--- src/rtl/fir_level_meter.sv ---
// Band level meter behind one FIR band filter: |x| scaling, instant attack, peak hold, stepped decay, 8-LED bar.
// Three-stage pipeline, one result strobe per accepted sample three cycles later; no backpressure.
module fir_level_meter #(
  parameter int SHIFT     = 24,
  parameter int HOLD      = 32,
  parameter int DECAY_DIV = 16,
  parameter int DECAY_SH  = 4,
  parameter int LED_BASE  = 8
) (
  input  logic               clk,
  input  logic               reset,
  input  logic signed [47:0] in_val,
  input  logic               in_ready,
  output logic [15:0]        level,
  output logic [7:0]         leds,
  output logic               level_ready
);

  localparam int HW = $clog2(HOLD + 1);
  localparam int DW = $clog2(DECAY_DIV);
  localparam logic [47:0] MAG_MAX = 48'h7FFF_FFFF_FFFF;
  localparam logic [47:0] MOST_NEG = 48'h8000_0000_0000;

  logic [47:0]   raw, mag, sc;
  logic [15:0]   s1_d, s1_q;
  logic          s1_vld_d, s1_vld_q;
  logic [15:0]   peak_d, peak_q, step, dec;
  logic [HW-1:0] hold_cnt_d, hold_cnt_q;
  logic [DW-1:0] dcnt_d, dcnt_q;
  logic          s2_vld_d, s2_vld_q;
  logic [15:0]   level_d, level_q;
  logic [7:0]    leds_d, leds_q;
  logic          level_ready_d, level_ready_q;

  always_comb begin
    raw      = in_val;
    mag      = raw;
    if (raw[47]) begin
      // The most negative input has no positive twin; clamp it to the largest magnitude.
      mag = (raw == MOST_NEG) ? MAG_MAX : (~raw + 48'd1);
    end
    sc       = mag >> SHIFT;
    s1_d     = (sc > 48'h0000_0000_FFFF) ? 16'hFFFF : sc[15:0];
    s1_vld_d = in_ready;
  end

  always_comb begin
    peak_d     = peak_q;
    hold_cnt_d = hold_cnt_q;
    dcnt_d     = dcnt_q;
    s2_vld_d   = s1_vld_q;
    step       = peak_q >> DECAY_SH;
    if (step == 16'd0 && peak_q != 16'd0) begin
      step = 16'd1;
    end
    dec = peak_q - step;
    if (s1_vld_q) begin
      if (s1_q >= peak_q) begin
        peak_d     = s1_q;
        hold_cnt_d = HW'(HOLD);
        dcnt_d     = '0;
      end else if (hold_cnt_q != '0) begin
        hold_cnt_d = hold_cnt_q - HW'(1);
      end else if (dcnt_q == DW'(DECAY_DIV - 1)) begin
        dcnt_d = '0;
        peak_d = (dec > s1_q) ? dec : s1_q;
      end else begin
        dcnt_d = dcnt_q + DW'(1);
      end
    end
  end

  always_comb begin
    level_d       = level_q;
    leds_d        = leds_q;
    level_ready_d = s2_vld_q;
    if (s2_vld_q) begin
      level_d = peak_q;
      for (int i = 0; i < 8; i++) begin
        leds_d[i] = ({16'd0, peak_q} >= (32'd1 << (LED_BASE + i)));
      end
    end
  end

  always_ff @(posedge clk) begin
    if (reset) begin
      s1_q          <= '0;
      s1_vld_q      <= 1'b0;
      peak_q        <= '0;
      hold_cnt_q    <= '0;
      dcnt_q        <= '0;
      s2_vld_q      <= 1'b0;
      level_q       <= '0;
      leds_q        <= '0;
      level_ready_q <= 1'b0;
    end else begin
      s1_q          <= s1_d;
      s1_vld_q      <= s1_vld_d;
      peak_q        <= peak_d;
      hold_cnt_q    <= hold_cnt_d;
      dcnt_q        <= dcnt_d;
      s2_vld_q      <= s2_vld_d;
      level_q       <= level_d;
      leds_q        <= leds_d;
      level_ready_q <= level_ready_d;
    end
  end

  assign level       = level_q;
  assign leds        = leds_q;
  assign level_ready = level_ready_q;

endmodule

--- config.mk ---
export PLATFORM = sky130hd
export DESIGN_NAME = fir_level_meter
export DESIGN_NICKNAME = d
export VERILOG_FILES = /design/src/rtl/fir_level_meter.sv
export SDC_FILE = /design/constraint.sdc
export NUM_CORES = 1
export LEC_CHECK = 0
export CAP_MARGIN = 5
export CORE_UTILIZATION = 45
export DETAILED_ROUTE_END_ITERATION = 10
export PLACE_DENSITY_LB_ADDON = 0.05
export SYNTH_ARGS = -nofsm -noshare
export SYNTH_HDL_FRONTEND = slang
export SYNTH_SLANG_ARGS = --single-unit
--- constraint.sdc ---
create_clock -name clk -period 8.14 [get_ports clk]
set_input_delay 1.628 -clock clk [delete_from_list [all_inputs] [get_ports clk]]
set_output_delay 1.628 -clock clk [all_outputs]
set_load 0.05 [all_outputs]
; ---- After elaboration in Yosys (flattened, before gate mapping)
; Cells that the tools add are included.
[word_totals]
register_bits = 69
inputBits = 51
[op_classes]
n_eq_ne = 3
n_addsub = 4
order_cmp = 11
reduce_logical = 9
n_mux = 13
bitwise_logic = 1
[ops]
columns = cell, count
row1 = $mux W48, 2
row2 = $mux W16, 5
row3 = $add A48 B1 Y48 const B, 1
row4 = $eq A48 B48 Y1 const B, 1
row5 = $not A48 Y48, 1
row6 = $gt A24 B16 Y1 const B, 1
row7 = $ge A16 B10 Y1 const B, 1
row8 = $ge A16 B11 Y1 const B, 1
row9 = $ge A16 B12 Y1 const B, 1
row10 = $ge A16 B13 Y1 const B, 1
row11 = $ge A16 B14 Y1 const B, 1
row12 = $ge A16 B15 Y1 const B, 1
row13 = $ge A16 B16 Y1, 1
row14 = $ge A16 B16 Y1 const B, 1
row15 = $ge A16 B9 Y1 const B, 1
row16 = $gt A16 B16 Y1, 1
row17 = $logic_not A16 Y1, 1
row18 = $reduce_bool A16 Y1, 1
row19 = $sub A16 B12 Y16, 1
row20 = $mux W12, 1
row21 = $mux W4, 3
row22 = $mux W6, 2
row23 = $reduce_bool A6 Y1, 1
row24 = $sub A6 B1 Y6 const B, 1
row25 = other kinds (7), 9

; ---- Logic depth before layout (Yosys ltp)
[logic_depth]
ltp_word = 9
depth_mapped = 25

; ---- Least setup slack after synthesis
; OpenSTA, ideal clock, no wires.
[synth_path]
path_type = flip-flop to flip-flop
startpoint = register peak_q[12]
endpoint = register peak_q[12]
path_slack_ps = 3159
t_arrival_ps = 4851
stages_incl_launch_ff = 25
n_path_buf = 2
setup_time_ps = 130
required_time_ps = 8010
path_cell_list = dfxtp_1 > clkbuf_1 > nor4_1 > nand2_1 > nor4_1 > nand2_1 > nand2_1 > ha_1 > inv_1 > fa_1 > a211oi_1 > o21ai_0 > a31o_2 > nand2_1 > nand2_1 > xnor2_1 > ha_1 > nand4_1 > or2_2 > a211oi_1 > o41ai_1 > nor2_1 > clkbuf_1 > mux2i_1 > o32ai_1
[synth_between]
elab_chain_len = 9
elab_cells_between_ends = 14
[synth_rtl]
columns = item, line
row1 = start: declaration, 27  ; logic [15:0] peak_d, peak_q, step, dec;
row2 = start signal: assignment, 99  ; peak_q <= peak_d;
row3 = $logic_not A16 Y1 or $reduce_bool A16 Y1 (tied branches), 53  ; if (step == 16'd0 && peak_q != 16'd0) begin
row4 = $logic_and A1 B1 Y1, 53
row5 = $mux W12, 53
row6 = $sub A16 B12 Y16, 56  ; dec = peak_q - step;
row7 = $gt A16 B16 Y1, 66  ; peak_d = (dec > s1_q) ? dec : s1_q;
row8 = $mux W16, 66
row9 = $mux W16, 64  ; end else if (dcnt_q == DW'(DECAY_DIV - 1)) begin
row10 = $mux W16, 62  ; end else if (hold_cnt_q != '0) begin
row11 = $mux W16, 58  ; if (s1_q >= peak_q) begin
; Parallel ways exist; a longest one is shown, timed or not. The select of a mux whose other input is x is not followed.
; A chain may end at the register's enable or synchronous reset.

; ---- Final worst setup path
; Ends and elaborated chain as after synthesis.

==> results.toml <==
[setup_path]
worst-endpoint-required_ns = 8.39
crit_fanout = 18
path_common_cell = "nand2_1"
startpoint = "peak_q[12]"
crit_family = "simple AND/OR/NAND/NOR gates"
ff2ff_path_depth = 22
worstReg2RegEnd = "peak_q[12]"
path_cells = "nor4_1 > nand2_1 > nor4_1 > nand2_1 > nand2_1 > ha_1 > inv_1 > fa_1 > a211oi_1 > o21ai_0 > a31o_2 > nand2_1 > nand2b_1 > xnor2_1 > ha_1 > nand4_1 > or2_2 > a211oi_1 > o41ai_1 > nor2_2 > a21boi_0 > o32ai_1"
start_kind = "register"
crit_path_end_kind = "register"
arrival_ns = 6.01
critPathBufInv = 1
critical_path_class = "reg2reg"
cp_slowest_stage_delay_ns = 0.69
reg2reg_from = "peak_q[12]"
critPathSlowestCell = "nor2_2"
rrSetupSlack_ns = 2.38

[placement]
place.gp.congestion = 0.872
dp_cells = 771
io_buffers = 75
detailed_place.area_sq_um = 5510
hpwl_microns = 8680

[synthesis]
ys_types = 56
synth_common_cells = "69 x dfxtp_1, 67 x nor2_1, 53 x inv_1"
ys.warnings.count = 0
yosysTopAreaCellShare = 0.294
synthFlopType = "dfxtp_1"
synth_area_leaders = "dfxtp_1 29%, ha_1 13%, nor2_1 5.4%, mux2i_1 4.9%, inv_1 4.2%"
seq_area_frac_synth = 0.294
synth.most_common_cell = "dfxtp_1"
yosys.area.top_type = "dfxtp_1"
synth_nets = 689
synth-seq-cells = 69
synth_edf_count = 0
syn_area_per_cell_sq_um = 7.96
synth_area_sq_um = 4700
async_flop_share = 0
synth_cells = 590

[min_path]
hold_path.class = "reg2reg"
hold_start = "level[15]"
holdPathStages = 2
holdPathEnd = "level[15]"

[drt]
vias_per_cell = 5.61
wirelength_microns = 11600
final_antenna_net_count = 0
dr.pass1.iters = 4
post_drt_wl_per_cell_microns = 14.7
via_count = 4415
drt_iter0_markers = 140
route.detailed.drc = 0

[sta]
worst_pin_slew_ns = 1.04
timing.setup.tns_ns = 0
hold_viol_final = 0
final_min_period_over_clock_period = 0.708
setup_viol = 0
holdWs_ns = 0.484
slew_violations = 0
slew_headroom = 0.310
finalClockSkew_ns = 0.0159
rsz0062_at_grt = "no"
finalCriticalPeriod_ns = 5.76
fmax_ghz = 0.174

[global_route]
grt_pass1_vias = 4110
track_usage = 0.217
grt_antenna_before_repair = 0
grt.busiest_layer = "met2"
use_met2 = 0.359
grt_overflow_total = 0
grt_max_degree = 71
grtUsageMet1 = 0.292
gr-usage-met3 = 0.0345
grt_pass1_wl_microns = 19600

[final_layout]
final_nets = 748
diodes = 0
fin_area_sq_um = 5700
area_growth_pct = 21.4
nFillCells = 971
drive_gt1_frac = 0.0505
finalNonFillerCells = 787

[floorplan]
die_area_sq_um = 10800
start_util = 0.472
rows = 36
die_h_microns = 104
coreArea_sq_um = 9950
die-width_microns = 104
io_pins = 76

[clock_network]
cts.sinks = 69
cts_resized = 0
cts_hold_buf = 0
post_cts_buffers = 0
htree_levels = 3
clk_path_buf_depth = 2
cts-root-buf = "clkbuf_8"
cts_tree = "built"
clk_pin_slew_ns = 0.08
cts_buffers = 9
clk_latency_ns = 0.35

[power_and_ir_drop]
pwr_density_cell_nw_per_um2 = 212
finalPower_uw = 1210
power_leakage_uw = 0.00209
peakVddDrop_mv = 0.0844

[run_status]
outcome = "finished clean"

[job]
drv_cap = 0
-- metrics by stage --
step	worst slack, ns	util
after CTS	1.96	0.572
after global routing	1.84	0.573
final	2.38	0.573
after detailed placement	2.00	0.554
after global placement	2.23	0.554
after floorplan	3.16	-
-- per-layer routing --
layer	up-vias	routed length, microns
li1	2265	-
met1	2060	5660
met2	84	5430
met3	6	436
met4	0	50
met5	-	0
-- flip-flops by register name, indices dropped and copies added (netlist names) --
name and count:
peak_q 16, leds 8, dcnt_q 4, level_ready_d 1
level_ready 1, level 16, hold_cnt_q 6, s1_q 16
s1_vld_q 1
-- power by group --
group	internal, uW	switching, uW	leakage [uW]
registers	358	27.5	0.000566
logic	235	327	0.00144
clock network	127	136	0.0000836
total	719	491	0.00209
-- layout by cell type, fill, tap and decap left out, types with 4 or more instances in the layout --
master and n:
nor2_1 66, nand4_1 7, o21ai_0 37, nor4_1 16, a21o_1 6, or3_1 6
buf_4 4, xor2_1 5, a211oi_1 10, clkbuf_8 11, a21boi_0 7, clkdlybuf4s50_1 74
nand3_1 10, inv_1 53, nor2b_1 5, ha_1 47, nand2_1 39, mux2i_1 23
o22ai_1 4, dfxtp_1 69, xnor2_1 10, or4_1 4, o21a_1 7, a21oi_1 35
nand2b_1 9, a31oi_1 4, clkinvlp_4 4, o211ai_1 10, a311oi_1 15, nor3_1 12
-- worst reg2reg max path, stage by stage (launching register included) --
cell      delay [ns]
dfxtp_1         0.41
nor4_1          0.50
nand2_1         0.13
nor4_1          0.45
nand2_1         0.10
nand2_1         0.09
ha_1            0.16
inv_1           0.06
fa_1            0.42
a211oi_1        0.29
o21ai_0         0.21
a31o_2          0.28
nand2_1         0.08
nand2b_1        0.11
xnor2_1         0.15
ha_1            0.31
nand4_1         0.09
or2_2           0.33
a211oi_1        0.20
o41ai_1         0.14
nor2_2          0.69
a21boi_0        0.21
o32ai_1         0.27
-- cell families (layout without fill, tap and decap cells) --
kind of cell | Yosys count | after routing | share of synthesized area
multiplexers | 23 | 23 | 0.0490
buffers and inverters | 84 | 148 | 0.0693
adder cells (fa/ha/maj) | 48 | 48 | 0.129
AND/OR/NAND/NOR | 189 | 189 | 0.196
flip-flops | 69 | 69 | 0.294
AO/OA/AOI/OAI | 162 | 162 | 0.234
XOR/XNOR | 15 | 15 | 0.0280
-- cell type report --
cell class,instances,area (sq um),share of cell area
clock inverters,5,35.0,0.00615
well taps,133,166,0.0292
repair buffers,79,776,0.136
clock buffers,11,151,0.0266
multi-input cells,437,2990,0.525
flip-flops and latches,69,1380,0.242
inverters,53,199,0.0349
-- worst max path at each step --
stage	slack (ns)	endpoint	depth (start not counted)
final	2.38	peak_q[12]	22
after global routing	1.84	peak_q[12]	22
after CTS	1.96	peak_q[12]	22
after detailed placement	2.00	peak_q[12]	22
after global placement	2.23	peak_q[13]	22
after floorplan	3.16	peak_q[12]	24
Note: power is estimated with default switching activity, not from simulation.
